`src/rtl/dmul_pkg.sv`:
```
// dmul_pkg -- shared definitions for the bipolar rotation-multiplier sequencer.
//   DATAWD  : default operand width
//   state_t : sequencer states (IDLE is the reset state)
//   cnt_w() / prod_w() : count and signed-product widths for a given operand width
//   CNT_W / PROD_W     : those widths at the default operand width
`timescale 1ns/1ps
package dmul_pkg;

    localparam int DATAWD = 8;

    typedef enum logic [1:0] {
        IDLE = 2'd0,
        LOAD = 2'd1,
        RUN  = 2'd2,
        CAPT = 2'd3
    } state_t;

    // The mismatch count covers up to 2^(2*dw)-1 window cycles.
    function automatic int cnt_w(input int dw);
        return 2 * dw;
    endfunction

    // Two extra bits: one for the factor of two, one for the sign.
    function automatic int prod_w(input int dw);
        return 2 * dw + 2;
    endfunction

    localparam int CNT_W  = cnt_w(DATAWD);
    localparam int PROD_W = prod_w(DATAWD);

endpackage

```
`src/rtl/dmul_win_cnt.sv`:
```
// dmul_win_cnt -- accumulation window counter.
//   clk, rst_n : clock, asynchronous active-low reset
//   clr        : synchronous clear (wins over en)
//   en         : advance the count by one
//   last       : high while the count equals WINLEN-1 (final window cycle)
`timescale 1ns/1ps
module dmul_win_cnt
#(
    parameter int CW     = dmul_pkg::cnt_w(dmul_pkg::DATAWD),
    parameter int WINLEN = 65535
)
(
    input  logic clk,
    input  logic rst_n,
    input  logic clr,
    input  logic en,
    output logic last
);
    import dmul_pkg::*;

    logic [CW-1:0] cnt;

    always_ff @(posedge clk or negedge rst_n) begin
        if (!rst_n) begin
            cnt <= '0;
        end else if (clr) begin
            cnt <= '0;
        end else if (en) begin
            cnt <= cnt + CW'(1);
        end
    end

    // WINLEN never exceeds 2^CW-1, so WINLEN-1 always fits in CW bits.
    assign last = (cnt == CW'(WINLEN - 1));

endmodule

```
`src/rtl/dmul_rot_bi_seq.sv`:
```
// dmul_rot_bi_seq -- sequencer for an external bipolar rotation multiplier.
// Accepts one unipolar operand pair, loads it into the multiplier, lets the
// multiplier accumulate its XOR mismatch count for WINLEN cycles, then
// captures the count and converts it to the bipolar product WINLEN - 2*count.
//   clk, rst_n            : clock, asynchronous active-low reset
//   in_valid/in_ready     : operand handshake; in_a, in_b operands
//   mul_iA, mul_iB        : operands held for the multiplier
//   mul_loadA, mul_loadB  : multiplier load/clear strobes (LOAD state only)
//   mul_oC                : multiplier mismatch count
//   out_valid/out_ready   : result handshake; out_cnt raw count, out_prod signed product
//   busy                  : sequencer not idle
`timescale 1ns/1ps
module dmul_rot_bi_seq
#(
    parameter int DATAWD = dmul_pkg::DATAWD,
    parameter int WINLEN = 65535
)
(
    input  logic                        clk,
    input  logic                        rst_n,
    input  logic                        in_valid,
    output logic                        in_ready,
    input  logic [DATAWD-1:0]           in_a,
    input  logic [DATAWD-1:0]           in_b,
    output logic [DATAWD-1:0]           mul_iA,
    output logic [DATAWD-1:0]           mul_iB,
    output logic                        mul_loadA,
    output logic                        mul_loadB,
    input  logic [2*DATAWD-1:0]         mul_oC,
    output logic                        out_valid,
    input  logic                        out_ready,
    output logic [2*DATAWD-1:0]         out_cnt,
    output logic signed [2*DATAWD+1:0]  out_prod,
    output logic                        busy
);
    import dmul_pkg::*;

    localparam int CW = cnt_w(DATAWD);
    localparam int PW = prod_w(DATAWD);

    state_t state, state_n;
    logic   load, cnt_clr, cnt_en, capt, accept, win_last;

    // WINLEN - 2*count, computed wide enough that -WINLEN..+WINLEN never overflows.
    function automatic logic signed [PW-1:0] bipolar_prod(input logic [CW-1:0] c);
        logic signed [PW-1:0] win;
        logic signed [PW-1:0] twice;
        win   = PW'(WINLEN);
        twice = $signed({1'b0, c, 1'b0});
        return win - twice;
    endfunction

    dmul_win_cnt #(
        .CW     (CW),
        .WINLEN (WINLEN)
    ) u_win_cnt (
        .clk   (clk),
        .rst_n (rst_n),
        .clr   (cnt_clr),
        .en    (cnt_en),
        .last  (win_last)
    );

    always_ff @(posedge clk or negedge rst_n) begin
        if (!rst_n) begin
            state <= IDLE;
        end else begin
            state <= state_n;
        end
    end

    always_comb begin
        state_n  = state;
        load     = 1'b0;
        cnt_clr  = 1'b0;
        cnt_en   = 1'b0;
        capt     = 1'b0;
        // Holding off new pairs while a result is pending keeps CAPT non-blocking.
        in_ready = (state == IDLE) && !out_valid;
        accept   = in_valid && in_ready;
        case (state)
            IDLE: begin
                if (accept) begin
                    state_n = LOAD;
                end
            end
            LOAD: begin
                load    = 1'b1;
                cnt_clr = 1'b1;
                state_n = RUN;
            end
            RUN: begin
                cnt_en = 1'b1;
                if (win_last) begin
                    state_n = CAPT;
                end
            end
            CAPT: begin
                capt    = 1'b1;
                state_n = IDLE;
            end
            default: begin
                state_n = IDLE;
            end
        endcase
    end

    assign mul_loadA = load;
    assign mul_loadB = load;
    assign busy      = (state != IDLE);

    always_ff @(posedge clk or negedge rst_n) begin
        if (!rst_n) begin
            mul_iA    <= '0;
            mul_iB    <= '0;
            out_cnt   <= '0;
            out_prod  <= '0;
            out_valid <= 1'b0;
        end else begin
            if (accept) begin
                mul_iA <= in_a;
                mul_iB <= in_b;
            end
            // CAPT cannot coincide with a pending result, so set/clear never collide.
            if (capt) begin
                out_cnt   <= mul_oC;
                out_prod  <= bipolar_prod(mul_oC);
                out_valid <= 1'b1;
            end else if (out_valid && out_ready) begin
                out_valid <= 1'b0;
            end
        end
    end

endmodule
```
`config.mk`:
```
export PLATFORM = sky130hd
export DESIGN_NAME = dmul_rot_bi_seq
export DESIGN_NICKNAME = d
export VERILOG_FILES = /design/src/rtl/dmul_pkg.sv /design/src/rtl/dmul_win_cnt.sv /design/src/rtl/dmul_rot_bi_seq.sv
export SDC_FILE = /design/constraint.sdc
export NUM_CORES = 1
export LEC_CHECK = 0
export CORE_ASPECT_RATIO = 1.2
export CORE_MARGIN = 2
export CORE_UTILIZATION = 32
export DETAILED_ROUTE_END_ITERATION = 16
export PLACE_DENSITY = 0.64
export SYNTH_ARGS = -nofsm -noshare
export SYNTH_HDL_FRONTEND = slang
export SYNTH_SLANG_ARGS = --single-unit
```
`constraint.sdc`:
```
create_clock -name clk -period 2.18 [get_ports clk]
set_input_delay 0.327 -clock clk [delete_from_list [all_inputs] [get_ports clk]]
set_output_delay 0.327 -clock clk [all_outputs]
set_load 0.02 [all_outputs]
```
==> impl_metrics.toml, run 1 <==
[placement]
place.gp.congestion = 0.782
dp_hpwl_mm = 4.62
dp_cells = 436
io_buffers = 90

[power]
switchingPower_w = 0.000525
power_density_nw_per_um2 = 605
intPower_w = 0.00201
peakVddDrop_mv = 0.413
cellLeakagePower_nw = 1.98
pwr-share-comb_pct = 3.8
swShare_pct = 20.7
seq_power_share_pct = 49.0
pwr-share-clk_pct = 47.2

[cts]
path_clk_slew_ns = 0.07
post_cts_buffers = 0
cts_inserted_buffers = 9
htreeDepth = 3
clockBufferDepth = 2
clk_latency_ns = 0.34
clock_sinks = 67
cts-root-buf = "clkbuf_8"
cts_tree = "done"
cts_hold_buf = 0

[sta]
holdWs_ns = -0.0138
hold_viol = 19
fin_crit_ns = 1.98
clock_skew_ns = 0.00550
min_period_over_period_pct = 90.8
finalSetupTns_ns = 0
setup_viol = 0
tightest_slew_ns = 0.595
fmax_mhz = 505
slew_violations = 0
maxSlewHeadroom_pct = 60.0
rsz0062_at_grt = "no"

[final_layout]
antenna_cells = 0
final_cell_mix = "clkdlybuf4s50_1 (85), dfrtp_1 (67), mux2_2 (32), inv_1 (23), mux2i_1 (17)"
drive_gt1_share_pct = 18.7
syn2layout_area_growth_pct = 44.6
final_common_cell = "clkdlybuf4s50_1"
fin_util_pct = 46.9
layout.nets = 370
fin_cells = 452

[worst_setup_path]
cp.arrival_ns = 1.65
path_max_fanout = 4
critPathKind = "reg2out"
cp-start-kind = "flip-flop"
worstPathRequired_ns = 1.85
critPathCaptureType = "output pin"

[outcome]
violations = "hold timing"
status = "finished with violations"

[global_route]
grt_pass1_vias = 2245
grt_max_degree = 32
grt_pass1_wl_mm = 10.7
antenna_found_initial = 0
overflow = 0
gr-usage-all-layers_pct = 14.0

[routing]
wire_per_inst_um = 13.9
dr.pass1.iters = 4
wl_mm = 6.28
via_count = 2055
ant_nets = 0
vias_per_cell = 4.55
drc = 0
drt_iter0_drc = 52

[die]
die_w_um = 90.9
io_pins = 91
start_util_pct = 32.4
die_h_um = 108
dieArea_um2 = 9840
core_region_area_um2 = 8940
rows = 38

[synthesis]
ys.warnings.count = 0
postSynthCellCount = 231
synth_cell_types = 39
netlist_area_um2 = 2900
ys_seq_elements = 67
syn_area_per_cell_um2 = 12.5
ys_seq_area_share_pct = 57.9
syn-num-nets = 274

[flow_run]
max_cap_violations = 0

[hold_path]
hp-class = "in2async"
-- final timing paths --
path                                         start                             to  slack (ns)  cells after the start
setup / recovery              state[0]$_DFFE_PN0P_                       in_ready        0.20                      5
min in group clk           out_prod[0]$_DFFE_PN0P_        out_prod[0]$_DFFE_PN0P_        0.48                      1
hold / removal                               rst_n        out_cnt[14]$_DFFE_PN0P_       -0.01                      1
max in group asynchronous                    rst_n         out_cnt[0]$_DFFE_PN0P_        1.60                      2
hold reg to reg            out_prod[0]$_DFFE_PN0P_        out_prod[0]$_DFFE_PN0P_        0.48                      1
setup reg to reg              state[0]$_DFFE_PN0P_  u_win_cnt.cnt[15]$_DFFE_PN0P_        0.34                      6
-- synthesized netlist by cell type, drive strengths merged --
master	instances	area, µm²
or3	3	20.0
mux2	32	360
xnor2	3	26.3
a21oi	4	20.0
nor3b	1	7.51
nor2	10	37.5
or2	1	6.26
nand2b	3	18.8
a31oi	1	6.26
o21ai	9	45.0
inv	23	86.3
ha	7	87.6
nor3	1	5.00
o211ai	1	7.51
buf	7	48.8
and2	1	6.26
mux2i	17	170
nand2	7	26.3
and4	3	30.0
a22o	2	18.8
o31a	1	8.76
o31ai	3	22.5
a21o	1	7.51
and3	3	18.8
dfrtp	67	1680
nor4	1	6.26
nand4	5	31.3
xor2	3	26.3
or4	1	7.51
nand3	6	40.0
o22ai	1	6.26
clkbuf	3	11.3
-- stage by stage --
step / hold slack [ns] / worst slack, ns / power (W) / instance area (µm²)
4_1_cts: 0.000789 / 0.0229 / 0.00258 / 4180
6_report: -0.0138 / 0.201 / 0.00254 / 4190
2_1_floorplan: 0.0314 / 0.196 / 0.00127 / 2900
3_5_place_dp: 0.379 / 0.284 / 0.00137 / 3950
5_1_grt: 0.0192 / 0.0766 / 0.00265 / 4190
3_3_place_gp: 0.379 / 0.313 / 0.00136 / 3950
-- area by class of cell --
class	count	area, µm²
clock buffer	11	151
clock inverter	5	83.8
fill	865	4750
inverter	23	86.3
multi-input combinational	131	1080
sequential	67	1680
tap	120	150
timing repair buffer	95	965
-- power by group through the flow --
stage / Sequential [W] / Clock [W] / Combinational [W]
3_5_place_dp: 0.00127 / 0 / 0.0000989
2_1_floorplan: 0.00127 / 0 / 0.00000184
5_1_grt: 0.00124 / 0.00131 / 0.000107
4_1_cts: 0.00124 / 0.00124 / 0.0000998
6_report: 0.00124 / 0.00120 / 0.0000963
3_3_place_gp: 0.00127 / 0 / 0.0000982
-- worst max-delay path, cell delays in order (launching register included) --
cell	delay (ns)
dfrtp_1	0.42
inv_1	0.13
ha_1	0.20
inv_1	0.06
nor2_1	0.15
dlygate4sd2_1	0.36
-- sequential cells by signal, summed over array words and instances, names as in the netlist --
register / flops
mul_iA: 8
mul_iB: 8
out_cnt: 15
out_prod: 17
out_valid: 1
state: 2
u_win_cnt.cnt: 16
-- cell families after synthesis --
logic type | count (synthesis) | synth area share [%]
flip-flops | 67 | 57.9
multiplexers | 49 | 18.3
AND/OR/NAND/NOR | 46 | 9.03
buffers and inverters | 33 | 5.05
AO/OA/AOI/OAI | 23 | 4.92
adder cells (fa/ha/maj) | 7 | 3.02
XOR/XNOR | 6 | 1.81
-- per-layer routing --
layer	wire length (µm)	part of all wire (%)	GRT usage (%)	up-vias
met1	2730	43	16.1	1004
met5	0	0	0	-
met2	3170	51	24.4	56
met4	139	2.2	7.47	0
li1	-	-	-	985
met3	242	3.9	3.14	10
-- what timing repair did --
item                                    in CTS  in global routing
hold endpoints to repair                     0                  0
resized for setup                            2                  3
endpoints found under the setup margin       3                  3
Power figures use the tool's default switching activity.
==> run 2, diff against run 1 <==
CORE_MARGIN = default   (was 2)
clock period = 2.1 ns   (was 2.18 ns; I/O delays follow)
==> impl_metrics.toml, run 2 (synthesis results as in run 1) <==
[worst_setup_path]
cp.arrival_ns = 1.58
cp-start-kind = "flip-flop"
worstPathRequired_ns = 1.78
critPathCaptureType = "output pin"
rr_worst_depth = 6
path_max_fanout = 4
critPathKind = "reg2out"

[final_layout]
fin_cells = 448
stdcell_area_um2 = 4140
syn2layout_area_growth_pct = 42.7
reg_top3 = "out_prod x17, u_win_cnt.cnt x16, out_cnt x15"
drive_gt1_share_pct = 17.8
antenna_cells = 0
final_common_cell = "clkdlybuf4s50_1"
nFillCells = 851
top_register = "out_prod"
final_cell_mix = "clkdlybuf4s50_1 (85), dfrtp_1 (67), mux2_2 (32), inv_1 (23), mux2i_1 (17)"
layout.nets = 371
largest_reg_flops = 17

[routing]
drt_iter0_drc = 64
vias_per_cell = 4.64
ant_nets = 0
via_count = 2079
wl_mm = 5.97
wire_per_inst_um = 13.3
drc = 0
dr.pass1.iters = 4

[sta]
clock_skew_ns = 0.0118
maxSlewHeadroom_pct = 58.3
finalSetupTns_ns = 0
fin_crit_ns = 1.90
min_period_over_period_pct = 90.4
setup_viol = 0
rsz0062_at_grt = "no"
hold_viol = 0
tightest_slew_ns = 0.619
slew_violations = 0
fin_ws_ns = 0.202
fmax_mhz = 527

[placement]
dp_hpwl_mm = 4.36
dp_cells = 433
io_buffers = 90
placed_area_um2 = 3940
place.gp.congestion = 0.816
pre_cts_ws_ns = 0.229

[global_route]
grt_pass1_wl_mm = 9.63
gr-usage-all-layers_pct = 13.4
overflow = 0
antenna_found_initial = 0
grt_pass1_vias = 2070
grt_max_degree = 34

[cts]
post_cts_buffers = 0
cts_inserted_buffers = 9
clockBufferDepth = 2
cts-root-buf = "clkbuf_8"
path_clk_slew_ns = 0.07
cts_tree = "done"
htreeDepth = 3
clock_sinks = 67
clk_latency_ns = 0.33

[power]
power_density_nw_per_um2 = 583
total_power_w = 0.00241
peakVddDrop_mv = 0.363
cellLeakagePower_nw = 1.94

[die]
dieArea_um2 = 9440
start_util_pct = 33.3
io_pins = 91
core_region_area_um2 = 8700
rows = 37
die_w_um = 88.9
die_h_um = 106

[outcome]
status = "completed"

[flow_run]
max_cap_violations = 0

[hold_path]
holdPathStages = 1
hp-class = "reg2reg"
## run 2: cell count changes in the layout (fill, tap and decap cells not counted), sizes merged
cell | before | now
bufinv | 2 | 1
clkinv | 0 | 2
clkinvlp | 2 | 0
dlygate4sd2 | 1 | 3
dlygate4sd3 | 0 | 1
dlymetal6s2s | 3 | 1
inv | 24 | 23
## run 2: power breakdown
part | switching, W | internal, W | total, W
Clock | 0.000455 | 0.000564 | 0.00102
Combinational | 0.0000373 | 0.0000631 | 0.000100
Sequential | 0 | 0.00129 | 0.00129
## run 2: per-stage QoR
step / utilization, % / hold WS (ns)
finish: 47.5 / 0.474
global route: 47.5 / 0.494
CTS: 47.5 / 0.479
detailed placement: 45.3 / 0.325
global placement: 45.3 / 0.328
floorplan: - / 0.0194
## run 2: area by class of cell
class                           count  area [µm²]  share of cell area, %
Clock buffer                       11         141                   3.42
Multi-Input combinational cell    131        1080                   26.1
Sequential cell                    67        1680                   40.5
Inverter                           23        86.3                   2.09
Clock inverter                      3        40.0                  0.968
Tap cell                          117         146                   3.54
Timing Repair Buffer               96         967                   23.4
## run 2: per-layer routing
layer	global-route usage (%)	up-vias	share of wire, %
li1	-	983	-
met1	15.7	1023	42
met2	22.8	62	49
met3	3.26	11	6.3
met4	5.88	0	1.9
met5	0	-	0
## run 2: worst paths after layout
path,endpoint,from,slack [ns]
setup / recovery,in_ready,state[0]$_DFFE_PN0P_,0.20
hold / removal,out_prod[0]$_DFFE_PN0P_,out_prod[0]$_DFFE_PN0P_,0.47
setup reg to reg,u_win_cnt.cnt[15]$_DFFE_PN0P_,state[0]$_DFFE_PN0P_,0.21
hold reg to reg,out_prod[0]$_DFFE_PN0P_,out_prod[0]$_DFFE_PN0P_,0.47
max in group asynchronous,mul_iB[4]$_DFFE_PN0P_,rst_n,1.00
min in group asynchronous,out_prod[14]$_DFFE_PN0P_,rst_n,0.48
## run 2: repair_timing
item	in CTS	in global routing
setup endpoints to repair	3	1
pin swaps	0	0
gates resized for setup	4	1
endpoints found under the hold margin	21	0
hold buffers	1	0
## run 2: worst max-delay path: stages, from the launching register on
cell and delay [ns]:
dfrtp_1 0.42, inv_1 0.14, ha_1 0.17, inv_1 0.05, nor2_1 0.12, dlygate4sd2_1 0.35
==> run 3, diff against run 2 <==
CTS_CLUSTER_SIZE = 28   (was default)
SETUP_SLACK_MARGIN = 0.2   (was default)
TNS_END_PERCENT = 100   (was default)
==> impl_metrics.toml, run 3 (synthesis results as in run 1) <==
[final_layout]
stdcell_area_um2 = 4200
drive_gt1_share_pct = 19.5
top_register = "out_prod"
nFillCells = 825
layout.nets = 371
syn2layout_area_growth_pct = 45.0
reg_top3 = "out_prod x17, u_win_cnt.cnt x16, out_cnt x15"
final_cell_mix = "clkdlybuf4s50_1 (85), dfrtp_1 (67), mux2_2 (32), inv_1 (23), mux2i_1 (17)"
largest_reg_flops = 17
antenna_cells = 0
fin_util_pct = 48.3
final_common_cell = "clkdlybuf4s50_1"

[power]
pwr-share-comb_pct = 3.7
intPower_w = 0.00217
power_density_nw_per_um2 = 644
seq_power_share_pct = 47.7
cellLeakagePower_nw = 1.96
total_power_w = 0.00271
swShare_pct = 19.6
switchingPower_w = 0.000531
pwr-share-clk_pct = 48.7
peakVddDrop_mv = 0.352

[flow_run]
max_cap_violations = 0

[worst_setup_path]
r2r_start = "state[0]$_DFFE_PN0P_"
worstPathCellList = "inv_1 -> ha_1 -> and3_2 -> nand4_1 -> or3_1 -> a21oi_1"
critPathCaptureType = "flip-flop"
cpPeakStageDelay_ns = 0.40
path_max_fanout = 5
r2r_setup_slack_ns = 0.30
worstPathRequired_ns = 2.37
r2r-end = "u_win_cnt.cnt[15]$_DFFE_PN0P_"
critPathKind = "reg2reg"
rr_worst_depth = 6
cp_top_family = "simple AND/OR/NAND/NOR gates"
path_buf_inv = 1
cp.arrival_ns = 2.06
cp_slowest_cell = "dfrtp_1"
cp-start-kind = "flip-flop"

[placement]
io_buffers = 90
placed_area_um2 = 3940
place.gp.congestion = 0.789
dp_hpwl_mm = 4.11
pre_cts_ws_ns = 0.265

[sta]
clock_skew_ns = 0.0106
setup_viol = 0
slew_violations = 0
fin_ws_ns = 0.303
fmax_mhz = 557
fin_crit_ns = 1.80
tightest_slew_ns = 0.580
maxSlewHeadroom_pct = 61.0
finalSetupTns_ns = 0
rsz0062_at_grt = "no"
min_period_over_period_pct = 85.6
hold_viol = 0

[routing]
drt_iter0_drc = 72
wl_mm = 5.85
wl_met1_mm = 2.52
route.top_layer_used = "met4"
routed-wl-met2_mm = 2.77
via_count = 2034
dr.pass1.iters = 4
wl_met3_um = 376
vias_per_cell = 4.52
ant_nets = 0
drc = 0
wire_per_inst_um = 13.0

[hold_path]
min_from = "out_prod[0]$_DFFE_PN0P_"
hp-class = "reg2reg"
holdPathStages = 1
hold_path_end = "out_prod[0]$_DFFE_PN0P_"

[global_route]
grt_pass1_wl_mm = 9.28
grt_max_degree = 68
grt_pass1_vias = 2001
gr-usage-all-layers_pct = 13.1
overflow = 0
antenna_found_initial = 0

[die]
die_h_um = 106
die_w_um = 88.9
io_pins = 91
rows = 37
start_util_pct = 33.3
core_region_area_um2 = 8700
dieArea_um2 = 9440

[cts]
clock_sinks = 67
clockBufferDepth = 2
path_clk_slew_ns = 0.07
cts_inserted_buffers = 9
clk_latency_ns = 0.35
cts_tree = "done"
cts-root-buf = "clkbuf_8"
htreeDepth = 3

[outcome]
status = "completed"
-- run 3: worst max-delay path by stage --
stage	cells after the start	from	slack [ns]	to
2_1_floorplan	7	state[0]$_DFFE_PN0P_	0.24	mul_iA[0]$_DFFE_PN0P_
3_3_place_gp	3	state[1]$_DFFE_PN0P_	0.27	mul_loadA
3_5_place_dp	3	state[1]$_DFFE_PN0P_	0.26	mul_loadA
4_1_cts	5	state[1]$_DFFE_PN0P_	0.21	in_ready
5_1_grt	3	state[1]$_DFFE_PN0P_	0.21	mul_loadB
6_report	6	state[0]$_DFFE_PN0P_	0.30	u_win_cnt.cnt[15]$_DFFE_PN0P_
-- run 3: stage by stage --
step                hold WS [ns]  std cells
floorplan                 0.0194        231
global placement           0.363        432
detailed placement         0.362        432
CTS                        0.472        449
global route               0.508        450
finish                     0.468        450
-- run 3: power groups by stage --
stage                     sequential [W]  combinational, W  clock, W
final                            0.00129         0.0000992   0.00132
after global routing             0.00129          0.000109   0.00141
after CTS                        0.00129          0.000102   0.00135
after detailed placement         0.00131          0.000100         0
after global placement           0.00131          0.000100         0
after floorplan                  0.00131        0.00000191         0
-- run 3: timing repair --
action,in CTS,in global routing
resized for setup,6,3
cloned,0,0
endpoints found under the setup margin,4,6
hold buffers,1,0
hold endpoints to repair,57,0
buffers inserted,0,1
-- run 3: layer usage --
| layer | vias up | global-route usage, % |
|---|---|---|
| met4 | 0 | 8.41 |
| met3 | 14 | 3.65 |
| met2 | 62 | 21.0 |
| li1 | 991 | - |
| met1 | 967 | 15.2 |
| met5 | - | 0 |
-- run 3: layout make-up --
class / count / area [µm²] / area share [%]
clock buffers: 10 / 138 / 3.28
clock inverters: 6 / 113 / 2.68
well taps: 117 / 146 / 3.48
multi-input cells: 131 / 1080 / 25.7
flip-flops and latches: 67 / 1680 / 39.9
repair buffers: 96 / 961 / 22.9
inverters: 23 / 86.3 / 2.05
